## src/rtl/fl_checkpoint_ctrl.sv

```systemverilog
// Branch checkpoint controller for the physical-register free list.
// Snapshots the free-list tail per in-flight branch and sequences mispredict rollback.
module fl_checkpoint_ctrl #(
    parameter  int unsigned NUM_FL         = 32,
    parameter  int unsigned NUM_BR         = 4,
    parameter  int unsigned RECOVER_CYCLES = 2,
    localparam int unsigned FL_IDX_W       = $clog2(NUM_FL),
    localparam int unsigned TAG_W          = $clog2(NUM_BR)
) (
    input  logic                clock,
    input  logic                reset,
    input  logic                dispatch_en,
    input  logic                dispatch_is_br,
    input  logic [FL_IDX_W-1:0] fl_tail_next,
    input  logic                br_resolve_en,
    input  logic [TAG_W-1:0]    br_resolve_tag,
    input  logic                br_mispredict,
    output logic                dispatch_stall,
    output logic [TAG_W-1:0]    br_tag_out,
    output logic                rollback_en,
    output logic [FL_IDX_W-1:0] rollback_idx,
    output logic [NUM_BR-1:0]   live_mask,
    output logic                busy
);

    localparam int unsigned CNT_W = (RECOVER_CYCLES > 1) ? $clog2(RECOVER_CYCLES) : 1;

    localparam logic [0:0] IDLE    = 1'b0;
    localparam logic [0:0] RECOVER = 1'b1;

    logic [0:0]          state_q, state_d;
    logic [CNT_W-1:0]    cnt_q, cnt_d;
    logic [NUM_BR-1:0]   live_q, live_d;
    logic [FL_IDX_W-1:0] snap_q  [NUM_BR];
    logic [FL_IDX_W-1:0] snap_d  [NUM_BR];
    logic [NUM_BR-1:0]   older_q [NUM_BR];
    logic [NUM_BR-1:0]   older_d [NUM_BR];
    logic                rb_en_d;
    logic [FL_IDX_W-1:0] rb_idx_d;

    logic [NUM_BR-1:0]   res_onehot;
    logic [NUM_BR-1:0]   ok_mask;
    logic [NUM_BR-1:0]   squash;
    logic                resolve_hit;
    logic                resolve_ok;
    logic                mispredict;
    logic                accept;
    logic                full;

    assign full        = &live_q;
    assign res_onehot  = NUM_BR'(1) << br_resolve_tag;
    assign resolve_hit = br_resolve_en & live_q[br_resolve_tag];
    assign resolve_ok  = resolve_hit & ~br_mispredict;
    assign mispredict  = resolve_hit & br_mispredict;
    assign ok_mask     = resolve_ok ? res_onehot : '0;

    assign dispatch_stall = (state_q != IDLE) | (dispatch_is_br & full);
    assign accept         = dispatch_en & dispatch_is_br & ~dispatch_stall & ~mispredict;
    assign live_mask      = live_q;
    assign busy           = (state_q == RECOVER);

    // Lowest free slot; scanning downward leaves the lowest clear index last.
    always_comb begin
        br_tag_out = '0;
        for (int i = int'(NUM_BR) - 1; i >= 0; i--) begin
            if (!live_q[i]) br_tag_out = TAG_W'(i);
        end
    end

    // The mispredicted slot plus every branch that recorded it as older.
    always_comb begin
        squash = res_onehot;
        for (int j = 0; j < int'(NUM_BR); j++) begin
            if (older_q[j][br_resolve_tag]) squash[j] = 1'b1;
        end
    end

    // Next-state: FSM, recovery counter, checkpoint table and rollback outputs.
    always_comb begin
        state_d  = state_q;
        cnt_d    = cnt_q;
        live_d   = live_q;
        snap_d   = snap_q;
        older_d  = older_q;
        rb_en_d  = 1'b0;
        rb_idx_d = rollback_idx;

        if (resolve_ok) begin
            live_d = live_q & ~res_onehot;
            for (int k = 0; k < int'(NUM_BR); k++) begin
                older_d[k] = older_q[k] & ~res_onehot;
            end
        end

        if (mispredict) begin
            live_d   = live_q & ~squash;
            rb_en_d  = 1'b1;
            rb_idx_d = snap_q[br_resolve_tag];
        end

        if (accept) begin
            live_d[br_tag_out]  = 1'b1;
            snap_d[br_tag_out]  = fl_tail_next;
            older_d[br_tag_out] = live_q & ~ok_mask;
        end

        case (state_q)
            IDLE: begin
                if (mispredict) begin
                    state_d = RECOVER;
                    cnt_d   = CNT_W'(RECOVER_CYCLES - 1);
                end
            end
            RECOVER: begin
                if (mispredict) begin
                    cnt_d = CNT_W'(RECOVER_CYCLES - 1);
                end else if (cnt_q == '0) begin
                    state_d = IDLE;
                end else begin
                    cnt_d = cnt_q - CNT_W'(1);
                end
            end
            default: begin
                state_d = IDLE;
                cnt_d   = '0;
            end
        endcase
    end

    always_ff @(posedge clock) begin
        if (reset) begin
            state_q      <= IDLE;
            cnt_q        <= '0;
            live_q       <= '0;
            rollback_en  <= 1'b0;
            rollback_idx <= '0;
            for (int k = 0; k < int'(NUM_BR); k++) begin
                snap_q[k]  <= '0;
                older_q[k] <= '0;
            end
        end else begin
            state_q      <= state_d;
            cnt_q        <= cnt_d;
            live_q       <= live_d;
            rollback_en  <= rb_en_d;
            rollback_idx <= rb_idx_d;
            for (int k = 0; k < int'(NUM_BR); k++) begin
                snap_q[k]  <= snap_d[k];
                older_q[k] <= older_d[k];
            end
        end
    end

endmodule

```

## config.mk

```make
export PLATFORM = sky130hd
export DESIGN_NAME = fl_checkpoint_ctrl
export DESIGN_NICKNAME = d
export VERILOG_FILES = /design/src/rtl/fl_checkpoint_ctrl.sv
export SDC_FILE = /design/constraint.sdc
export NUM_CORES = 1
export LEC_CHECK = 0
export CAP_MARGIN = 0
export CELL_PAD_IN_SITES_DETAIL_PLACEMENT = 1
export CELL_PAD_IN_SITES_GLOBAL_PLACEMENT = 1
export CORE_ASPECT_RATIO = 1.5
export CORE_MARGIN = 2
export CORE_UTILIZATION = 30
export CTS_CLUSTER_SIZE = 8
export DETAILED_ROUTE_END_ITERATION = 10
export GPL_TIMING_DRIVEN = 0
export PLACE_DENSITY_LB_ADDON = 0.1
export REMOVE_ABC_BUFFERS = 1
export SYNTH_ARGS = -nofsm -noshare
export SYNTH_HDL_FRONTEND = slang
export SYNTH_SLANG_ARGS = --single-unit
```

## constraint.sdc

```tcl
create_clock -name clock -period 2.35 [get_ports clock]
set_input_delay 0.235 -clock clock [delete_from_list [all_inputs] [get_ports clock]]
set_output_delay 0.235 -clock clock [all_outputs]
set_load 0.02 [all_outputs]
```

==> flow_metrics.py <==
metrics = {
    "power_and_ir_drop": {
        "p_int_mw": 1.16,
        "switching_power_mw": 0.347,
        "ir_worst_vdd_v": 0.000278,
        "switching_share_pct": 23.0,
        "clkPwrFrac_pct": 40.9,
        "p_leak_nw": 0.981,
        "power_density_mw_per_mm2": 619,
        "seq_power_share_pct": 50.6,
        "pwr-share-comb_pct": 8.5,
    },
    "logic_synthesis": {
        "synth-edff-count": 0,
        "synthArstFlopShare_pct": 0,
        "synth.area.top_cells": "dfxtp_1 44%, mux2i_1 17%, nand2b_1 8.0%",
        "synth_seq_cells": 44,
        "ys_seq_area_share_pct": 43.6,
        "synth_top_area_share_pct": 43.6,
        "synth_area_mm2": 0.00202,
        "synth.distinct_cells": 33,
        "avgSynthCellArea_um2": 10.3,
        "yosysTopAreaCell": "dfxtp_1",
        "yosysWarningCount": 0,
        "synth_cells": 196,
        "ys.flop_type": "dfxtp_1",
    },
    "global_routing": {
        "grt_max_degree": 42,
        "grt_overflow": 0,
        "grt_pass1_vias": 1619,
        "antenna_found_initial": 0,
        "grtUsageTotal_pct": 15.2,
        "grt_pass1_wl_um": 8680,
    },
    "drt": {
        "avgRoutedWirePerCell_um": 18.1,
        "drc": 0,
        "drtIter0Drc": 33,
        "first_pass_iters": 4,
        "totalWireLength_um": 5290,
        "vias_per_cell": 5.25,
        "vias": 1534,
        "ant_nets": 0,
    },
    "floorplan": {
        "ios": 27,
        "die_y_um": 105,
        "die_x_um": 71.0,
        "initial_utilization_pct": 31.0,
        "core_area_mm2": 0.00653,
        "die_area_mm2": 0.00743,
        "fp-row-count": 36,
    },
    "setup_path": {
        "slowest_stage": "or4_1",
        "required_ns": 2.52,
        "worstPathArrival_ns": 2.39,
        "crit_path_max_incr_delay_ns": 0.77,
        "crit_chain": "clkdlybuf4s15_2 -> mux2_4 -> o2bb2ai_4 -> or4_1 -> mux2i_1",
        "cp-end-kind": "register",
        "crit_fanout": 18,
        "crit_type": "in -> reg",
        "cp-start-kind": "input port",
    },
    "cts": {
        "cts_buffers": 5,
        "cts-root-buf": "clkbuf_8",
        "max-clock-path-buffers": 2,
        "h-tree-depth": 2,
        "clock_latency_ns": 0.30,
        "cts_tree": "done",
        "cts.sinks": 44,
        "clk_pin_slew_ns": 0.09,
    },
    "timing": {
        "min_period_over_period_pct": 94.5,
        "setup_violations": 0,
        "maxSlewHeadroom_pct": 13.1,
        "period_needed_ns": 2.22,
        "skew_ns": 0.00914,
        "rsz0062_at_grt": "false",
        "setup_ws_ns": 0.129,
        "fmax_mhz": 450,
        "hold_viol": 0,
        "tightest_slew_ns": 1.30,
        "slew_viol_final": 0,
    },
    "layout": {
        "final_core_util_pct": 37.4,
        "drive_above_1_share_pct": 10.2,
        "num-nets-final": 228,
        "diodes": 0,
        "flow.area_growth_from_synthesis_pct": 20.7,
    },
    "run": {
        "cap_viol_max_count": 0,
    },
    "place": {
        "dp_hpwl_um": 3670,
        "place.gp.congestion": 0.775,
        "portBuffers": 26,
        "place_ws_ns": -0.987,
    },
    "hold_path": {
        "min_path_type": "reg -> reg",
    },
    "run_status": {
        "outcome": "finished clean",
    },
}
[cells in the final DEF, fill, tap and decap left out, types with 4 or more instances in the layout]
master	count
inv_1	4
nor2_1	7
dfxtp_1	44
nand2b_1	26
nand2_1	17
o21a_1	5
mux4_2	5
clkdlybuf4s50_1	23
a21oi_1	7
clkbuf_8	6
a31oi_1	4
mux2i_1	34
[worst max-delay path, delay by kind of cell]
| kind | cells | cell delay, ns |
|---|---|---|
| AOI/OAI and AO/OA | 1 | 0.28 |
| buffers and inverters | 1 | 0.52 |
| muxes | 2 | 0.57 |
| and+or+nand+nor | 1 | 0.77 |
[cells in the mapped netlist, drive strengths merged (3+ instances only)]
master / count
a21oi: 7
mux2i: 34
mux4: 5
nor4: 3
clkbuf: 7
o21a: 5
nand2: 17
nor2: 7
a31oi: 4
nand2b: 26
inv: 4
buf: 7
nand3: 3
or4: 4
dfxtp: 44
[cell families after synthesis]
group                  synth area share (%)
buffers and inverters                  4.70
AND/OR/NAND/NOR                        19.1
AO/OA/AOI/OAI                          8.91
flip-flops                             43.6
multiplexers                           23.7
[per-stage QoR]
stage | TNS [ns] | area [um^2] | hold slack, ns | cells | total power, mW
finish | 0 | 2440 | 0.456 | 292 | 1.51
floorplan | 0 | 1940 | 0.304 | 182 | 0.841
detailed placement | -34.18 | 2300 | 0.445 | 284 | 0.912
global placement | -30.22 | 2300 | 0.445 | 284 | 0.907
CTS | 0 | 2430 | 0.460 | 292 | 1.54
global route | 0 | 2440 | 0.496 | 292 | 1.58
[final cells by class]
cell class                      count  area (um^2)
Inverter                            4         15.0
Multi-Input combinational cell    134         1060
Clock buffer                        6         82.6
Clock inverter                      2         38.8
Timing Repair Buffer               26          265
Fill cell                         720         4090
Sequential cell                    44          881
Tap cell                           76         95.1
[path summary, 6_finish.rpt]
kind                           from         end  slack (ns)  cells past startpoint
setup reg to reg       live_mask[0]   snap_q[4]        0.21                      4
hold / removal           older_q[8]  older_q[8]        0.46                      2
hold reg to reg          older_q[8]  older_q[8]        0.46                      2
setup / recovery  br_resolve_tag[1]   snap_q[4]        0.13                      5
[registers in the layout (all words and copies together), names as in the netlist]
name,count
live_mask,4
busy,1
rollback_en,1
rollback_idx,5
snap_q,20
older_q,12
cnt_q,1
[power by group through the flow]
| stage | Sequential (mW) | Combinational [mW] | Clock, mW |
|---|---|---|---|
| after floorplan | 0.781 | 0.0596 | 0 |
| final | 0.764 | 0.128 | 0.618 |
| after CTS | 0.764 | 0.130 | 0.641 |
| after global routing | 0.766 | 0.140 | 0.673 |
| after detailed placement | 0.782 | 0.130 | 0 |
| after global placement | 0.781 | 0.126 | 0 |
[per-layer routing]
| metal | share of wire, % | GRT usage [%] | vias up |
|---|---|---|---|
| met2 | 54 | 26.7 | 28 |
| met1 | 41 | 17.6 | 767 |
| met4 | 2.7 | 6.47 | 0 |
| met3 | 2.7 | 2.80 | 11 |
| met5 | 0 | 0 | - |
| li1 | - | - | 728 |
[what timing repair did]
action | CTS | global route
hold buffers | 0 | 0
buffers inserted | 0 | 0
pin swaps | 0 | 0
setup endpoints to repair | 44 | 5
resized for setup | 7 | 2
(Power assumes the default switching activity.)
==> patch 1 (same flow settings) <==
Make the reset (`reset`) asynchronous in one clocked block.
--- a/src/rtl/fl_checkpoint_ctrl.sv
+++ b/src/rtl/fl_checkpoint_ctrl.sv
@@ -128,5 +128,5 @@
     end
 
-    always_ff @(posedge clock) begin
+    always_ff @(posedge clock or posedge reset) begin
         if (reset) begin
             state_q      <= IDLE;
Behaviour: differs if reset is asserted again (counterexample within 4 cycles, from zero or initial values and one cycle with reset high); with reset held inactive, the same outputs for 10 cycles.
==> patch 1 against the original RTL <==
Final area rose by 3.1%; sequential cell count did not move; setup slack better by 39 ps; sequential share of layout area is 7.7 points higher; synthesized cell count down 14%; synthesized area increased by 1.9%; routed wire length is 4.8% lower; hold slack better by 9.5 ps.
Power is not compared: it rests on default switching activity, and its combinational part moved more than twofold at a synthesized area within 25%.
==> patch 1: results (changes against the original RTL) <==
.. list-table::
   :header-rows: 1

   * - Metric
     - Value
   * - Fraction of final layout cells with drive strength greater than 1
     - 24.4% (+14 points)
   * - Routed met1 length
     - 2.16 mm (-0.28%)
   * - Routed wire length on met2
     - 2.65 mm (-6.8%)
   * - Average instance area after synthesis
     - 12.2 sq um (+18%)
   * - Final hold slack
     - 465 ps (+9.47 ps)
   * - Worst Skew
     - 6.01 ps (-3.13 ps)
   * - GR met2 Demand/Resource
     - 24.5% (-2.2 points)
   * - Worst reg2reg path endpoint
     - snap_q[7]
   * - Critical Path Start
     - live_mask[3]
   * - Post-synthesis compound-gate area fraction
     - 8.20% (-0.71 points)
   * - Critical Path Start Type
     - register
   * - Met1 capacity usage during global routing
     - 18.6% (+0.96 points)
   * - Detail-routed net length per standard cell
     - 18.3 um (+1.1%)
   * - Non-filler cells, final
     - 275 (-5.8%)
   * - Final net count
     - 209 (-8.3%)
   * - Sequential cell area fraction in the yosys report
     - 53.5% (+9.9 points)
   * - Max stage delay on crit path
     - 630 ps (-140 ps)
   * - Number of gates resized after CTS
     - 10 (+3)
   * - Highest-delay cell along the critical path
     - sky130_fd_sc_hd__clkdlybuf4s50_1
   * - Metal3 WL
     - 136 um (-3.5%)
   * - Pre-CTS setup slack
     - -1100 ps (-109 ps)
   * - Detailed-placement wirelength estimate
     - 3.40 mm (-7.6%)
   * - Total track usage
     - 14.7% (-0.42 points)
   * - Top cells by count, synth
     - 44 x sky130_fd_sc_hd__dfrtp_1, 28 x sky130_fd_sc_hd__nand2_1, 22 x sky130_fd_sc_hd__mux2_2, 8 x sky130_fd_sc_hd__mux2i_1, 6 x sky130_fd_sc_hd__nand3_1
   * - Startpoint of the most critical register-to-register path
     - live_mask[2]
   * - Largest driver fanout on the critical path
     - 9 (-9)
   * - Length in cells of the worst reg-to-reg path
     - 6 (+2)
   * - Status
     - complete, no violations
   * - Setup fix buffers added after clock tree synthesis
     - 4 (+4)
   * - Number of global-route vias before repair
     - 1586 (-2.0%)
patch 1: cell types whose count changed in the layout (fill, tap and decap cells not counted), moves of 11 or more:
cell	change
sky130_fd_sc_hd__dfrtp_1	+44
sky130_fd_sc_hd__dfxtp_1	-44
sky130_fd_sc_hd__mux2_2	+21
sky130_fd_sc_hd__mux2i_1	-28
sky130_fd_sc_hd__nand2_1	+11
sky130_fd_sc_hd__nand2b_1	-24
patch 1: final cells by class:
class	instances	area [sq um]
Fill cell	740	4240
Sequential cell	44	1100
Multi-Input combinational cell	111	912
Timing Repair Buffer	30	299
Tap cell	78	97.6
Clock buffer	8	90.1
Inverter	4	15.0
patch 1: cells by family (layout without fill, tap and decap cells):
| logic type | count (synthesis) | after routing |
|---|---|---|
| flip-flops | 44 | 44 |
| multiplexers | 35 | 35 |
| buffers and inverters | 14 | 42 |
| AND/OR/NAND/NOR | 52 | 52 |
| AO/OA/AOI/OAI | 24 | 24 |
==> patch 2 (same flow settings) <==
Made on the original files. `RECOVER_CYCLES`: 2 -> 1.
--- a/src/rtl/fl_checkpoint_ctrl.sv
+++ b/src/rtl/fl_checkpoint_ctrl.sv
@@ -4,5 +4,5 @@
     parameter  int unsigned NUM_FL         = 32,
     parameter  int unsigned NUM_BR         = 4,
-    parameter  int unsigned RECOVER_CYCLES = 2,
+    parameter  int unsigned RECOVER_CYCLES = 1,
     localparam int unsigned FL_IDX_W       = $clog2(NUM_FL),
     localparam int unsigned TAG_W          = $clog2(NUM_BR)
Formal check against the unedited RTL: not equivalent (a bounded check fails within 4 cycles, from zero or initial values and one cycle with reset high).
==> patch 2 against the original RTL <==
Critical path depth unchanged; via count decreased by 4.6%; clock skew decreased by 1.7 ps; routed wire length decreased by 1.9%; fmax decreased by 1.9%; synthesized cell count decreased by 3.6%; sequential cell count decreased by 2; final area decreased by 2.9%; synthesized area decreased by 3.3%; global-route usage increased by 0.084 points; power decreased by 4.1%; setup slack got worse by 44 ps; largest power group unchanged.
==> patch 2: results (changes against the original RTL) <==
.. list-table::
   :header-rows: 1

   * - Metric
     - Value
   * - Detailed-placement wirelength estimate
     - 3.53 mm (-3.8%)
   * - Initial detailed-routing violation count
     - 56 (+70%)
   * - Status
     - complete, no violations
   * - FILL cells
     - 735 (+2.1%)
   * - Worst endpoint data arrival time
     - 2470 ps (+80 ps)
   * - Post-synthesis compound-gate area fraction
     - 8.83% (-0.082 points)
   * - Number of distinct library cells after synthesis
     - 34 (+3.0%)
   * - Max stage delay on crit path
     - 800 ps (+30 ps)
   * - Metal3 WL
     - 124 um (-12%)
   * - Highest metal layer with signal wires
     - met4
   * - Slew @ Worst Pin
     - 1210 ps (-93.4 ps)
   * - Net Sw Power
     - 327 uW (-5.7%)
   * - Worst reg2reg path endpoint
     - live_mask[2]
   * - Pin count of the biggest net entering global routing
     - 40 (-4.8%)
   * - Number of global-route vias before repair
     - 1649 (+1.9%)
   * - Placer congestion estimate
     - 0.751 (-3.0%)
   * - Cts bufs inserted
     - 5 (unchanged)
   * - Vias
     - 1464 (-4.6%)
   * - Drt total wl
     - 5.19 mm (-1.9%)
   * - Worst Skew
     - 7.44 ps (-1.70 ps)
   * - Number of placed cells counting well taps
     - 277 (-2.5%)
   * - Detail-routed net length per standard cell
     - 18.3 um (+0.89%)
   * - Arithmetic-cell share of the synthesized area counting full adders, half adders and majority gates
     - 0% (unchanged)
   * - Final hold slack
     - 458 ps (+2.41 ps)
   * - Post-synthesis cell count
     - 189 (-3.6%)
   * - Sequential cell area fraction in the yosys report
     - 43.0% (-0.57 points)
   * - Wire length of the first global-routing pass
     - 8.42 mm (-3.0%)
   * - Routed met1 length
     - 2.23 mm (+2.9%)
   * - Biggest area contributors in the synthesized netlist
     - sky130_fd_sc_hd__dfxtp_1 43%, sky130_fd_sc_hd__mux2i_1 17%, sky130_fd_sc_hd__nand2b_1 8.6%
   * - Largest vdd supply drop
     - 0.318 mV (+14%)
   * - Final net count
     - 221 (-3.1%)
   * - Top cells by count, synth
     - 42 x sky130_fd_sc_hd__dfxtp_1, 34 x sky130_fd_sc_hd__mux2i_1, 27 x sky130_fd_sc_hd__nand2b_1, 16 x sky130_fd_sc_hd__nand2_1, 6 x sky130_fd_sc_hd__clkbuf_1
   * - Fraction of synthesized area in multiplexers
     - 24.5% (+0.80 points)
   * - Routed wire length on met2
     - 2.76 mm (-2.9%)
   * - R2R setup slack
     - 190 ps (-20 ps)
   * - Total track usage
     - 15.2% (+0.084 points)
   * - Leakage power of the design
     - 0.936 nW (-4.6%)
patch 2: cell types whose count changed after synthesis, moves of 2 or more:
cell / change
sky130_fd_sc_hd__buf_6: -2
sky130_fd_sc_hd__nor2_1: -2
sky130_fd_sc_hd__a21oi_1: -2
sky130_fd_sc_hd__buf_4: +2
sky130_fd_sc_hd__dfxtp_1: -2
patch 2: final cells by class:
cell class	count	area share (%)
Tap cell	76	4.01
Sequential cell	42	35.5
Inverter	3	0.475
Multi-Input combinational cell	130	44.2
Clock buffer	6	3.49
Timing Repair Buffer	26	11.1
Clock inverter	1	1.27
patch 2: critical path, delay by kind of cell:
| kind | cells | cell delay [ps] |
|---|---|---|
| buffers and inverters | 1 | 520 |
| and+or+nand+nor | 1 | 800 |
| AOI/OAI and AO/OA | 2 | 510 |
| muxes | 1 | 370 |
patch 2: cells by family after synthesis:
family	Yosys count
simple gates	65
flops	42
mux	41
compound gates	24
buf+inv	17
patch 2: stage by stage:
stage               setup TNS, ps  instance area [sq um]  setup slack (ps)
finish                          0                   2370              84.9
global route                    0                   2370              9.88
CTS                             0                   2370              56.6
detailed placement         -33540                   2240             -1010
global placement           -32280                   2240              -958
floorplan                       0                   1880               343
patch 2: power groups by stage:
stage,clock (mW),combinational (mW),sequential (mW)
CTS,0.608,0.128,0.730
global route,0.644,0.137,0.732
global placement,0,0.123,0.745
floorplan,0,0.0587,0.746
detailed placement,0,0.127,0.747
finish,0.593,0.126,0.730
patch 2: what timing repair did:
item                                    in CTS  in global routing
hold buffers                                 0                  0
resized for setup                            8                  0
endpoints found under the setup margin      42                  0
patch 2: metal layers:
| metal | GRT usage, % | vias up |
|---|---|---|
| li1 | - | 700 |
| met1 | 17.6 | 735 |
| met2 | 28.1 | 25 |
| met3 | 2.54 | 4 |
| met4 | 6.07 | 0 |
| met5 | 0 | - |
